--- src/rtl/uart_frame_pkg.sv ---
// Framing constants and scheduler states shared by the UART TX frame scheduler and the RX command parser.
package uart_frame_pkg;

   localparam logic [7:0] SOF0 = 8'h53;
   localparam logic [7:0] SOF1 = 8'h54;
   localparam logic [7:0] EOF0 = 8'h45;
   localparam logic [7:0] EOF1 = 8'h4E;
   localparam logic [7:0] EOF2 = 8'h44;

   // 'S','T', id byte, then 'E','N','D' around the payload
   localparam int FRAME_OVERHEAD = 6;

   typedef enum logic [1:0] {
      IDLE,
      SEND,
      WAIT,
      DONE
   } state_e;

endpackage

--- src/rtl/rr_arbiter.sv ---
// Round-robin picker: combinational search from the pointer wrapping upward; the pointer moves to winner+1 when
// a win is taken. No backpressure of its own; the caller qualifies wins with enable/advance.
module rr_arbiter #(
   parameter int NUM_REQ = 2,
   parameter int PW      = (NUM_REQ > 1) ? $clog2(NUM_REQ) : 1
) (
   input  logic               clk,
   input  logic               rst_n,
   input  logic [NUM_REQ-1:0] req,
   input  logic               enable,
   input  logic               advance,
   output logic [NUM_REQ-1:0] winner,
   output logic [PW-1:0]      winner_idx,
   output logic               found
);

   logic [PW-1:0] ptr_q, ptr_d;
   logic [PW:0]   cand;

   always_comb begin
      winner     = '0;
      winner_idx = '0;
      found      = 1'b0;
      cand       = '0;
      for (int k = 0; k < NUM_REQ; k++) begin
         cand = {1'b0, ptr_q} + (PW+1)'(k);
         if (cand >= (PW+1)'(NUM_REQ)) begin
            cand = cand - (PW+1)'(NUM_REQ);
         end
         if (enable && !found && req[cand[PW-1:0]]) begin
            found      = 1'b1;
            winner_idx = cand[PW-1:0];
         end
      end
      if (found) begin
         winner[winner_idx] = 1'b1;
      end
   end

   always_comb begin
      ptr_d = ptr_q;
      if (advance && found) begin
         ptr_d = (winner_idx == PW'(NUM_REQ - 1)) ? '0 : winner_idx + PW'(1);
      end
   end

   always_ff @(posedge clk or negedge rst_n) begin
      if (!rst_n) begin
         ptr_q <= '0;
      end else begin
         ptr_q <= ptr_d;
      end
   end

endmodule

--- src/rtl/uart_tx_frame_sched.sv ---
// Shares one UART TX byte engine among NUM_REQ requesters, one framed message per grant (S T id payload E N D).
// One byte in flight: DV waits for TX idle, next byte 1 cycle after TX done; enable gates only new grants.
module uart_tx_frame_sched
   import uart_frame_pkg::*;
#(
   parameter int NUM_REQ       = 2,
   parameter int PAYLOAD_BYTES = 4,
   parameter int IDW           = 3
) (
   input  logic                               i_Clock,
   input  logic                               i_Rst_n,
   input  logic                               i_Enable,
   input  logic [NUM_REQ-1:0]                 i_Req,
   input  logic [NUM_REQ*PAYLOAD_BYTES*8-1:0] i_Payload,
   output logic [NUM_REQ-1:0]                 o_Grant,
   output logic                               o_Busy,
   output logic                               o_TX_DV,
   output logic [7:0]                         o_TX_Byte,
   input  logic                               i_TX_Active,
   input  logic                               i_TX_Done,
   output logic                               o_Frame_Done,
   output logic [IDW-1:0]                     o_Last_Id
);

   localparam int FRAME_LEN = PAYLOAD_BYTES + FRAME_OVERHEAD;
   localparam int CW        = $clog2(FRAME_LEN);
   localparam int PLW       = PAYLOAD_BYTES * 8;
   localparam int PW        = (NUM_REQ > 1) ? $clog2(NUM_REQ) : 1;

   state_e               state_q, state_d;
   logic [CW-1:0]        idx_q, idx_d;
   logic [PLW-1:0]       payload_q, payload_d;
   logic [IDW-1:0]       id_q, id_d;
   logic [NUM_REQ-1:0]   grant_q, grant_d;
   logic                 busy_q, busy_d;
   logic                 tx_dv_q, tx_dv_d;
   logic [7:0]           tx_byte_q, tx_byte_d;
   logic                 frame_done_q, frame_done_d;
   logic [IDW-1:0]       last_id_q, last_id_d;

   logic [NUM_REQ-1:0]   arb_winner;
   logic [PW-1:0]        arb_idx;
   logic                 arb_found;
   logic [CW-1:0]        pbyte_sel;
   logic [7:0]           cur_byte;

   rr_arbiter #(
      .NUM_REQ (NUM_REQ),
      .PW      (PW)
   ) u_arb (
      .clk        (i_Clock),
      .rst_n      (i_Rst_n),
      .req        (i_Req),
      .enable     (i_Enable && (state_q == IDLE)),
      .advance    (state_q == IDLE),
      .winner     (arb_winner),
      .winner_idx (arb_idx),
      .found      (arb_found)
   );

   // Byte at the current frame position; payload occupies idx 3 .. PAYLOAD_BYTES+2
   always_comb begin
      pbyte_sel = idx_q - CW'(3);
      cur_byte  = 8'h00;
      if (idx_q == CW'(0)) begin
         cur_byte = SOF0;
      end else if (idx_q == CW'(1)) begin
         cur_byte = SOF1;
      end else if (idx_q == CW'(2)) begin
         cur_byte = 8'(id_q);
      end else if (idx_q < CW'(PAYLOAD_BYTES + 3)) begin
         cur_byte = payload_q[{pbyte_sel, 3'b000} +: 8];
      end else if (idx_q == CW'(PAYLOAD_BYTES + 3)) begin
         cur_byte = EOF0;
      end else if (idx_q == CW'(PAYLOAD_BYTES + 4)) begin
         cur_byte = EOF1;
      end else begin
         cur_byte = EOF2;
      end
   end

   always_comb begin
      state_d      = state_q;
      idx_d        = idx_q;
      payload_d    = payload_q;
      id_d         = id_q;
      grant_d      = '0;
      busy_d       = busy_q;
      tx_dv_d      = 1'b0;
      tx_byte_d    = tx_byte_q;
      frame_done_d = 1'b0;
      last_id_d    = last_id_q;
      case (state_q)
         IDLE: begin
            if (arb_found) begin
               grant_d   = arb_winner;
               payload_d = i_Payload[int'(arb_idx)*PLW +: PLW];
               id_d      = IDW'(arb_idx);
               busy_d    = 1'b1;
               state_d   = SEND;
            end
         end
         SEND: begin
            if (!i_TX_Active) begin
               tx_dv_d   = 1'b1;
               tx_byte_d = cur_byte;
               state_d   = WAIT;
            end
         end
         WAIT: begin
            if (i_TX_Done) begin
               if (idx_q == CW'(FRAME_LEN - 1)) begin
                  frame_done_d = 1'b1;
                  last_id_d    = id_q;
                  busy_d       = 1'b0;
                  idx_d        = '0;
                  state_d      = DONE;
               end else begin
                  idx_d   = idx_q + CW'(1);
                  state_d = SEND;
               end
            end
         end
         DONE: begin
            state_d = IDLE;
         end
         default: begin
            state_d = IDLE;
         end
      endcase
   end

   always_ff @(posedge i_Clock or negedge i_Rst_n) begin
      if (!i_Rst_n) begin
         state_q      <= IDLE;
         idx_q        <= '0;
         payload_q    <= '0;
         id_q         <= '0;
         grant_q      <= '0;
         busy_q       <= 1'b0;
         tx_dv_q      <= 1'b0;
         tx_byte_q    <= 8'h00;
         frame_done_q <= 1'b0;
         last_id_q    <= '0;
      end else begin
         state_q      <= state_d;
         idx_q        <= idx_d;
         payload_q    <= payload_d;
         id_q         <= id_d;
         grant_q      <= grant_d;
         busy_q       <= busy_d;
         tx_dv_q      <= tx_dv_d;
         tx_byte_q    <= tx_byte_d;
         frame_done_q <= frame_done_d;
         last_id_q    <= last_id_d;
      end
   end

   assign o_Grant      = grant_q;
   assign o_Busy       = busy_q;
   assign o_TX_DV      = tx_dv_q;
   assign o_TX_Byte    = tx_byte_q;
   assign o_Frame_Done = frame_done_q;
   assign o_Last_Id    = last_id_q;

endmodule

--- config.mk ---
export PLATFORM = sky130hd
export DESIGN_NAME = uart_tx_frame_sched
export DESIGN_NICKNAME = d
export VERILOG_FILES = /design/src/rtl/uart_frame_pkg.sv /design/src/rtl/rr_arbiter.sv /design/src/rtl/uart_tx_frame_sched.sv
export SDC_FILE = /design/constraint.sdc
export NUM_CORES = 1
export LEC_CHECK = 0
export CORE_MARGIN = 2
export CORE_UTILIZATION = 30
export DETAILED_ROUTE_END_ITERATION = 10
export PLACE_DENSITY = 0.57
export SLEW_MARGIN = 10
export SYNTH_ARGS = -nofsm -noshare
export SYNTH_HDL_FRONTEND = slang
export SYNTH_SLANG_ARGS = --single-unit
--- constraint.sdc ---
create_clock -name i_Clock -period 5.6 [get_ports i_Clock]
set_clock_uncertainty 0.05 [all_clocks]
set_input_delay 0.56 -clock i_Clock [delete_from_list [all_inputs] [get_ports i_Clock]]
set_output_delay 0.56 -clock i_Clock [all_outputs]
set_load 0.05 [all_outputs]
Yosys cells after proc, flatten, opt, wreduce, memory -nomap -nowiden
Cells that the tools add are included.
{"block": "word_totals", "reg_bits": 54, "latchBits": 0, "ramBits": 0, "mem_bits_ro": 0, "in_bits": 71, "output_inout_bits": 16, "word_cells": 91, "memories": 0}
{"block": "classes", "n_addsub": 6, "n_mul": 0, "div": 0, "magnitude_cmp": 7, "n_eq_ne": 12, "shifts": 2, "n_mux": 36, "bitwise": 1, "n_reduce_logical": 16}
{"operator": "indexed part select 64 x 7 -> 32 bit", "n": 1}
{"operator": "2-to-1 mux 8 bit", "n": 4}
{"operator": "indexed part select 32 x 8 -> 8 bit", "n": 1}
{"operator": "2-to-1 mux 1 bit", "n": 20}
{"operator": "2-to-1 mux 2 bit", "n": 6}
{"operator": "2-to-1 mux 4 bit", "n": 3}
{"operator": "== test 4 bit, second input constant", "n": 2}
{"operator": "inequality test 2 bit, second input constant", "n": 4}
{"operator": "case mux 2 bit (4 select lines)", "n": 1}
{"operator": "logical AND 1 bit", "n": 6}
{"operator": "less-than comparator 1 x 2 -> 1 bit, second input constant", "n": 3}
{"operator": "AND reduction 2 bit", "n": 3}
{"operator": "AND reduction 3 bit", "n": 2}
{"operator": "adder 4 x 1 -> 4 bit, second input constant", "n": 1}
{"operator": "== test 2 bit, second input constant", "n": 2}
{"operator": "== test 4 x 1 -> 1 bit, second input constant", "n": 1}
{"operator": "== test 4 x 2 -> 1 bit, second input constant", "n": 1}
{"operator": "== test 4 x 3 -> 1 bit, second input constant", "n": 1}
{"operator": "zero test 4 bit", "n": 1}
{"operator": "less-than comparator 4 x 3 -> 1 bit, second input constant", "n": 1}
{"operator": "AND reduction 4 bit", "n": 1}
{"operator": "subtractor 4 x 2 -> 4 bit, second input constant", "n": 1}
{"operator": "adder 1 x 1 -> 2 bit, second input constant", "n": 1}
{"operator": "== test 2 x 1 -> 1 bit, second input constant", "n": 1}
{"operator": "other kinds (11)", "n": 12}

Logic depth before layout (Yosys ltp)
{"block": "logic_depth", "depth_word": 16, "ltp_mapped": 9, "mapped_depth_nobuf": 6}

Modules after synthesis
A second synthesis with hierarchy kept.
{"block": "unflattened", "cells_unflattened": 278, "hier_area_um2": 2910.3}
{"module": "uart_tx_frame_sched", "n_inst": 1, "cells_each": 268, "area_per_inst_um2": 2836.5, "seq_area_each_um2": 1326.3}
{"module": "rr_arbiter", "n_inst": 1, "cells_each": 10, "area_per_inst_um2": 73.8, "seq_area_each_um2": 25.0}

Least setup slack after synthesis
Ideal clock, no wire load.
{"block": "synth_path", "path_type": "reg-to-reg", "start": "register idx_q[0]", "end": "register tx_byte_q[6] (netlist: o_TX_Byte[6])", "setup_time_ps": 122, "t_arrival_ps": 1922, "t_required_ps": 5428, "setup_slack_ps": 3506, "stages_incl_launch_ff": 10, "n_path_buf": 3, "synth_period_minus_slack_ps": 2094, "cell_sequence": "dfrtp_1 -> buf_4 -> buf_4 -> inv_1 -> ha_1 -> clkbuf_1 -> or3_1 -> a211o_1 -> a211oi_2 -> nor2_1"}
{"block": "synth_between", "elab_chain_len": 6, "word_cells_on_any_way": 10, "cone_classes": "add/sub: 1; order compare: 1; eq/ne: 2; shift: 1; mux: 4; reduce/logical: 1"}
{"item": "start: declaration", "line_no": "uart_tx_frame_sched.sv:31", "rtl": "logic [CW-1:0] idx_q, idx_d;"}
{"item": "start signal: assignment", "line_no": "uart_tx_frame_sched.sv:147", "rtl": "idx_q <= idx_d;"}
{"item": "subtractor 4 x 2 -> 4 bit", "line_no": "uart_tx_frame_sched.sv:63", "rtl": "pbyte_sel = idx_q - CW'(3);"}
{"item": "indexed part select 32 x 8 -> 8 bit", "line_no": "uart_tx_frame_sched.sv:72", "rtl": "cur_byte = payload_q[{pbyte_sel, 3'b000} +: 8];"}
{"item": "2-to-1 mux 8 bit", "line_no": "uart_tx_frame_sched.sv:71", "rtl": "end else if (idx_q < CW'(PAYLOAD_BYTES + 3)) begin"}
{"item": "2-to-1 mux 8 bit", "line_no": "uart_tx_frame_sched.sv:69", "rtl": "end else if (idx_q == CW'(2)) begin"}
{"item": "2-to-1 mux 8 bit", "line_no": "uart_tx_frame_sched.sv:67", "rtl": "end else if (idx_q == CW'(1)) begin"}
{"item": "2-to-1 mux 8 bit *", "line_no": "uart_tx_frame_sched.sv:65", "rtl": "if (idx_q == CW'(0)) begin"}
{"item": "end signal: assignment", "line_no": "uart_tx_frame_sched.sv:153", "rtl": "tx_byte_q <= tx_byte_d;"}
{"item": "end: declaration", "line_no": "uart_tx_frame_sched.sv:37", "rtl": "logic [7:0] tx_byte_q, tx_byte_d;"}
Every way passes the cells marked *; elsewhere a longest branch is shown, timed or not.
A chain may end at the register's enable or synchronous reset.

Final worst setup path
Ends and elaborated chain as after synthesis.

==> impl_results.html <==
<table>
<tr><th>Metric</th><th>Value</th></tr>
<tr><th colspan="2">Run status</th></tr>
<tr><td>Outcome</td><td>completed</td></tr>
<tr><th colspan="2">Timing</th></tr>
<tr><td>Worst slew margin relative to its limit</td><td>54.7%</td></tr>
<tr><td>Final Critical Period</td><td>2.31 ns</td></tr>
<tr><td>Final Max Tran Viols</td><td>0</td></tr>
<tr><td>Unrepaired setup endpoints after global routing</td><td>false</td></tr>
<tr><td>Final setup violation count</td><td>0</td></tr>
<tr><td>Final hold viol count</td><td>0</td></tr>
<tr><td>Fmax</td><td>432 MHz</td></tr>
<tr><td>Setup TNS after final layout</td><td>0 ns</td></tr>
<tr><td>Final period util</td><td>41.3%</td></tr>
<tr><td>Slew @ Worst Pin</td><td>0.679 ns</td></tr>
<tr><th colspan="2">Clock tree</th></tr>
<tr><td>Post-CTS setup repair buffer count</td><td>0</td></tr>
<tr><td>Hold buffer count at CTS</td><td>0</td></tr>
<tr><td>CTS H-Tree Depth</td><td>2</td></tr>
<tr><td>Reg clk slew, reported paths</td><td>0.09 ns</td></tr>
<tr><td>Clock tree from TritonCTS</td><td>built</td></tr>
<tr><td>Clock sinks</td><td>54</td></tr>
<tr><td>Clock tree root buffer cell</td><td>sky130_fd_sc_hd__clkbuf_8</td></tr>
<tr><td>Number of buffers inserted during clock tree synthesis</td><td>5</td></tr>
<tr><td>Number of instances resized during post-cts repair</td><td>0</td></tr>
<tr><td>Clk_lat worst skew</td><td>0.30 ns</td></tr>
<tr><td>Longest Clk Path Bufs</td><td>2</td></tr>
<tr><th colspan="2">Routing</th></tr>
<tr><td>Post-route antenna net violation count</td><td>0</td></tr>
<tr><td>Violation count after the first detailed-route iteration</td><td>104</td></tr>
<tr><td>Drt pass-1 iters</td><td>4</td></tr>
<tr><td>DRC violation count after routing</td><td>0</td></tr>
<tr><td>Total Wirelength</td><td>7030 um</td></tr>
<tr><td>Detail-routed via count per cell</td><td>5.19</td></tr>
<tr><td>Total vias in the final route</td><td>2186</td></tr>
<tr><td>Average detailed-routed wire length per instance</td><td>16.7 um</td></tr>
<tr><th colspan="2">Logic synthesis</th></tr>
<tr><td>Average cell area after synthesis</td><td>11.5 um^2</td></tr>
<tr><td>Post-synth ARST share</td><td>100%</td></tr>
<tr><td>Synth Area in Simple Gates</td><td>7.43%</td></tr>
<tr><td>Cell area after synthesis</td><td>2750 um^2</td></tr>
<tr><td>Cell count after synthesis</td><td>239</td></tr>
<tr><td>Synthesized-area fraction occupied by ao, oa, aoi and oai cells</td><td>27.8%</td></tr>
<tr><td>Post-synthesis register bit count</td><td>54</td></tr>
<tr><td>Largest family of logic cells by synthesized area</td><td>compound AO/OA/AOI/OAI gates</td></tr>
<tr><td>Share of synthesized cell area in full adder, half adder and majority cells</td><td>1.82%</td></tr>
<tr><td>Number of enable flip-flop cells after synthesis</td><td>0</td></tr>
<tr><td>Multiplexer share of the synthesized area</td><td>7.70%</td></tr>
<tr><td>Fraction of synthesized cell area taken by the top area cell type</td><td>49.2%</td></tr>
<tr><td>Share of synthesized area occupied by flip-flops and latches</td><td>49.2%</td></tr>
<tr><td>Top cells by area, synth</td><td>sky130_fd_sc_hd__dfrtp_1 (49%), sky130_fd_sc_hd__a22o_1 (9.9%), sky130_fd_sc_hd__a21o_1 (9.3%)</td></tr>
<tr><td>Synthesized-area fraction occupied by xor and xnor cells</td><td>0.319%</td></tr>
<tr><td>Largest area contributor in the synthesized netlist</td><td>sky130_fd_sc_hd__dfrtp_1</td></tr>
<tr><td>Synth cell types</td><td>44</td></tr>
<tr><td>Number of warnings issued by yosys</td><td>0</td></tr>
<tr><td>Most used flip-flop cell after synthesis</td><td>sky130_fd_sc_hd__dfrtp_1</td></tr>
<tr><th colspan="2">Global route</th></tr>
<tr><td>Number of antenna violations at the first check in global routing</td><td>0</td></tr>
<tr><td>Maximum number of pins on one net before global-route repair</td><td>55</td></tr>
<tr><td>Remaining global-route overflow</td><td>0</td></tr>
<tr><td>Number of global-route vias before repair</td><td>2197</td></tr>
<tr><td>All-layer global routing usage</td><td>14.7%</td></tr>
<tr><td>Wire length of the first global-routing pass</td><td>11600 um</td></tr>
<tr><th colspan="2">Floorplan</th></tr>
<tr><td>Die area</td><td>9930 um^2</td></tr>
<tr><td>Horizontal extent of the die</td><td>99.7 um</td></tr>
<tr><td>Chip Height</td><td>99.7 um</td></tr>
<tr><td>Std-Cell Core Area</td><td>8810 um^2</td></tr>
<tr><td>Number of placed I/O pins</td><td>87</td></tr>
<tr><td>Starting density of the core</td><td>31.2%</td></tr>
<tr><td>Placement row count</td><td>34</td></tr>
<tr><th colspan="2">Critical path</th></tr>
<tr><td>Worst Path Class, Setup</td><td>flop to flop</td></tr>
<tr><td>Cell type of the slowest stage on the worst timing path</td><td>sky130_fd_sc_hd__dfrtp_1</td></tr>
<tr><td>Endpoint kind of the worst setup timing path</td><td>flop</td></tr>
<tr><td>Data required time of the critical path</td><td>5.75 ns</td></tr>
<tr><td>Buffering stage count on the worst path with inverters included</td><td>1</td></tr>
<tr><td>Worst path arrival time</td><td>2.46 ns</td></tr>
<tr><td>Critical Path Fanout Max</td><td>16</td></tr>
<tr><td>Max stage delay on crit path</td><td>0.78 ns</td></tr>
<tr><td>Worst setup SP type</td><td>flop</td></tr>
<tr><td>Gate family responsible for the most delay along the worst path</td><td>flip-flops</td></tr>
<tr><td>Ordered list of cells on the worst path</td><td>inv_1, ha_1, or3_1, a211o_1, a211oi_2, nor2_1</td></tr>
<tr><th colspan="2">Pwr</th></tr>
<tr><td>Internal power of the cells</td><td>1.11 mW</td></tr>
<tr><td>Power dissipated by switching net loads</td><td>0.739 mW</td></tr>
<tr><td>Leakage power total</td><td>1.69 nW</td></tr>
<tr><td>Combinational share of power</td><td>49.6%</td></tr>
<tr><td>IR Drop Worst-Case VDD</td><td>0.000148 V</td></tr>
<tr><td>Share of total power consumed by net switching</td><td>39.9%</td></tr>
<tr><td>Tot Pwr</td><td>1.85 mW</td></tr>
<tr><td>Areal power density over the cells</td><td>500 nW/um^2</td></tr>
<tr><td>Sequential fraction of design power</td><td>39.3%</td></tr>
<tr><td>Part of the power in the clock network</td><td>11.1%</td></tr>
<tr><th colspan="2">Finish</th></tr>
<tr><td>Multi-input combinational cell area</td><td>1250 um^2</td></tr>
<tr><td>Utilization after layout</td><td>42.1%</td></tr>
<tr><td>Share of final-layout standard cells stronger than drive strength 1</td><td>8.95%</td></tr>
<tr><td>Number of nets in the layout</td><td>388</td></tr>
<tr><td>Final instance area</td><td>3710 um^2</td></tr>
<tr><td>Synth-to-layout area growth</td><td>35.1%</td></tr>
<tr><td>Antenna diode count</td><td>0</td></tr>
<tr><td>Number of filler cells placed in the layout</td><td>844</td></tr>
<tr><td>Sequential cell area in the final layout</td><td>1350 um^2</td></tr>
<tr><th colspan="2">Place</th></tr>
<tr><td>Standard cell area after detailed placement</td><td>3630 um^2</td></tr>
<tr><td>Buffers on Ports</td><td>84</td></tr>
<tr><td>Routability cong.</td><td>0.836</td></tr>
<tr><td>Post-detail-place hpwl</td><td>5110 um</td></tr>
<tr><th colspan="2">Run</th></tr>
<tr><td>Number of max-cap violations</td><td>0</td></tr>
<tr><th colspan="2">Worst hold path</th></tr>
<tr><td>Min-delay worst type</td><td>primary input to asynchronous set/reset pin</td></tr>
</table>
-- registers in the layout, summed over array words and instances (netlist names) --
name	count
o_Frame_Done	1
o_Last_Id	1
payload_q	32
u_arb.ptr_q	1
o_TX_DV	1
id_q	1
o_Grant	2
state_q	2
o_Busy	1
idx_q	4
o_TX_Byte	8
-- routing by layer --
metal | share of wire, % | up-vias | routed length [um] | track usage, %
li1 | - | 1036 | - | -
met3 | 5.8 | 7 | 410 | 2.88
met2 | 46 | 78 | 3210 | 22.0
met4 | 1.3 | 0 | 88 | 4.11
met1 | 47 | 1065 | 3320 | 21.6
met5 | 0 | - | 0 | 0
-- layout make-up --
| type | count | share of cell area (%) |
|---|---|---|
| clock buffer | 7 | 2.06 |
| inverter | 8 | 0.810 |
| multi-input combinational | 156 | 33.7 |
| sequential | 54 | 36.4 |
| tap | 108 | 3.64 |
| timing repair buffer | 88 | 23.3 |
-- cell usage after synthesis, types with 2 or more instances --
| library cell | count |
|---|---|
| sky130_fd_sc_hd__a22o_1 | 31 |
| sky130_fd_sc_hd__ha_1 | 4 |
| sky130_fd_sc_hd__o21ai_1 | 3 |
| sky130_fd_sc_hd__nand3b_1 | 2 |
| sky130_fd_sc_hd__a21oi_2 | 2 |
| sky130_fd_sc_hd__mux2i_1 | 2 |
| sky130_fd_sc_hd__buf_4 | 5 |
| sky130_fd_sc_hd__a21o_1 | 34 |
| sky130_fd_sc_hd__or3_1 | 3 |
| sky130_fd_sc_hd__clkbuf_1 | 5 |
| sky130_fd_sc_hd__a31oi_1 | 4 |
| sky130_fd_sc_hd__mux4_2 | 8 |
| sky130_fd_sc_hd__dfrtp_1 | 54 |
| sky130_fd_sc_hd__nand2_1 | 10 |
| sky130_fd_sc_hd__a32oi_1 | 2 |
| sky130_fd_sc_hd__buf_2 | 10 |
| sky130_fd_sc_hd__o22ai_1 | 2 |
| sky130_fd_sc_hd__nand2b_1 | 2 |
| sky130_fd_sc_hd__nor2_1 | 9 |
| sky130_fd_sc_hd__inv_1 | 7 |
| sky130_fd_sc_hd__nand3_1 | 4 |
| sky130_fd_sc_hd__o21ai_0 | 9 |
| sky130_fd_sc_hd__a21oi_1 | 6 |
-- per-stage QoR --
stage / hold slack (ns) / worst slack, ns / cells
4_1_cts: 0.351 / 3.24 / 421
6_report: 0.318 / 3.29 / 421
5_1_grt: 0.373 / 3.03 / 421
2_1_floorplan: 0.214 / 3.51 / 240
3_3_place_gp: 0.411 / 3.18 / 414
3_5_place_dp: 0.407 / 3.15 / 414
-- power groups by stage --
stage                     clock, mW  sequential, mW  combinational (mW)
after floorplan                   0           0.756               0.632
final                         0.205           0.728               0.919
after CTS                     0.213           0.729               0.924
after global routing          0.226           0.754                1.01
after detailed placement          0           0.735               0.921
after global placement            0           0.732               0.908
-- placed cells by master, fill, tap and decap left out, types with 2 or more instances in the layout --
cell type	netlist	layout
sky130_fd_sc_hd__conb_1	1	2
sky130_fd_sc_hd__nor2_1	9	9
sky130_fd_sc_hd__nand2b_1	2	2
sky130_fd_sc_hd__o22ai_1	2	2
sky130_fd_sc_hd__nand3b_1	2	2
sky130_fd_sc_hd__o21ai_1	3	2
sky130_fd_sc_hd__clkbuf_8	0	5
sky130_fd_sc_hd__clkdlybuf4s50_1	0	83
sky130_fd_sc_hd__nand3_1	4	4
sky130_fd_sc_hd__a21oi_2	2	2
sky130_fd_sc_hd__a21oi_1	6	6
sky130_fd_sc_hd__o21ai_0	9	9
sky130_fd_sc_hd__mux4_2	8	8
sky130_fd_sc_hd__dfrtp_1	54	54
sky130_fd_sc_hd__or3_1	3	3
sky130_fd_sc_hd__a22o_1	31	31
sky130_fd_sc_hd__nand2_1	10	10
sky130_fd_sc_hd__ha_1	4	4
sky130_fd_sc_hd__a31oi_1	4	4
sky130_fd_sc_hd__a21o_1	34	34
sky130_fd_sc_hd__clkbuf_1	5	2
sky130_fd_sc_hd__mux2i_1	2	2
sky130_fd_sc_hd__inv_1	7	7
sky130_fd_sc_hd__a32oi_1	2	2
sky130_fd_sc_hd__buf_4	5	4
-- kinds of logic (layout without fill, tap and decap cells) --
kind of cell    count (synthesis)  count (layout)
xor+xnor                        1               1
buf+inv                        30             103
other cells                     1               2
simple gates                   38              38
fa+ha+maj                       4               4
flops                          54              54
mux                            11              11
compound gates                100             100
-- final timing paths --
kind                                         startpoint                        end  slack [ns]  depth (start not counted)
worst max-delay path               idx_q[0]$_DFFE_PN0P_   o_TX_Byte[6]$_DFFE_PN0P_        3.29                          6
worst min-delay path                            i_Rst_n     state_q[0]$_DFFE_PN0P_        0.32                          2
worst max register to register     idx_q[0]$_DFFE_PN0P_   o_TX_Byte[6]$_DFFE_PN0P_        3.29                          6
worst min register to register  u_arb.ptr_q$_DFFE_PN0P_    u_arb.ptr_q$_DFFE_PN0P_        0.42                          1
max in group asynchronous                       i_Rst_n  payload_q[20]$_DFFE_PN0P_        4.72                          2
min in group i_Clock            u_arb.ptr_q$_DFFE_PN0P_    u_arb.ptr_q$_DFFE_PN0P_        0.42                          1
(Power assumes the default switching activity.)
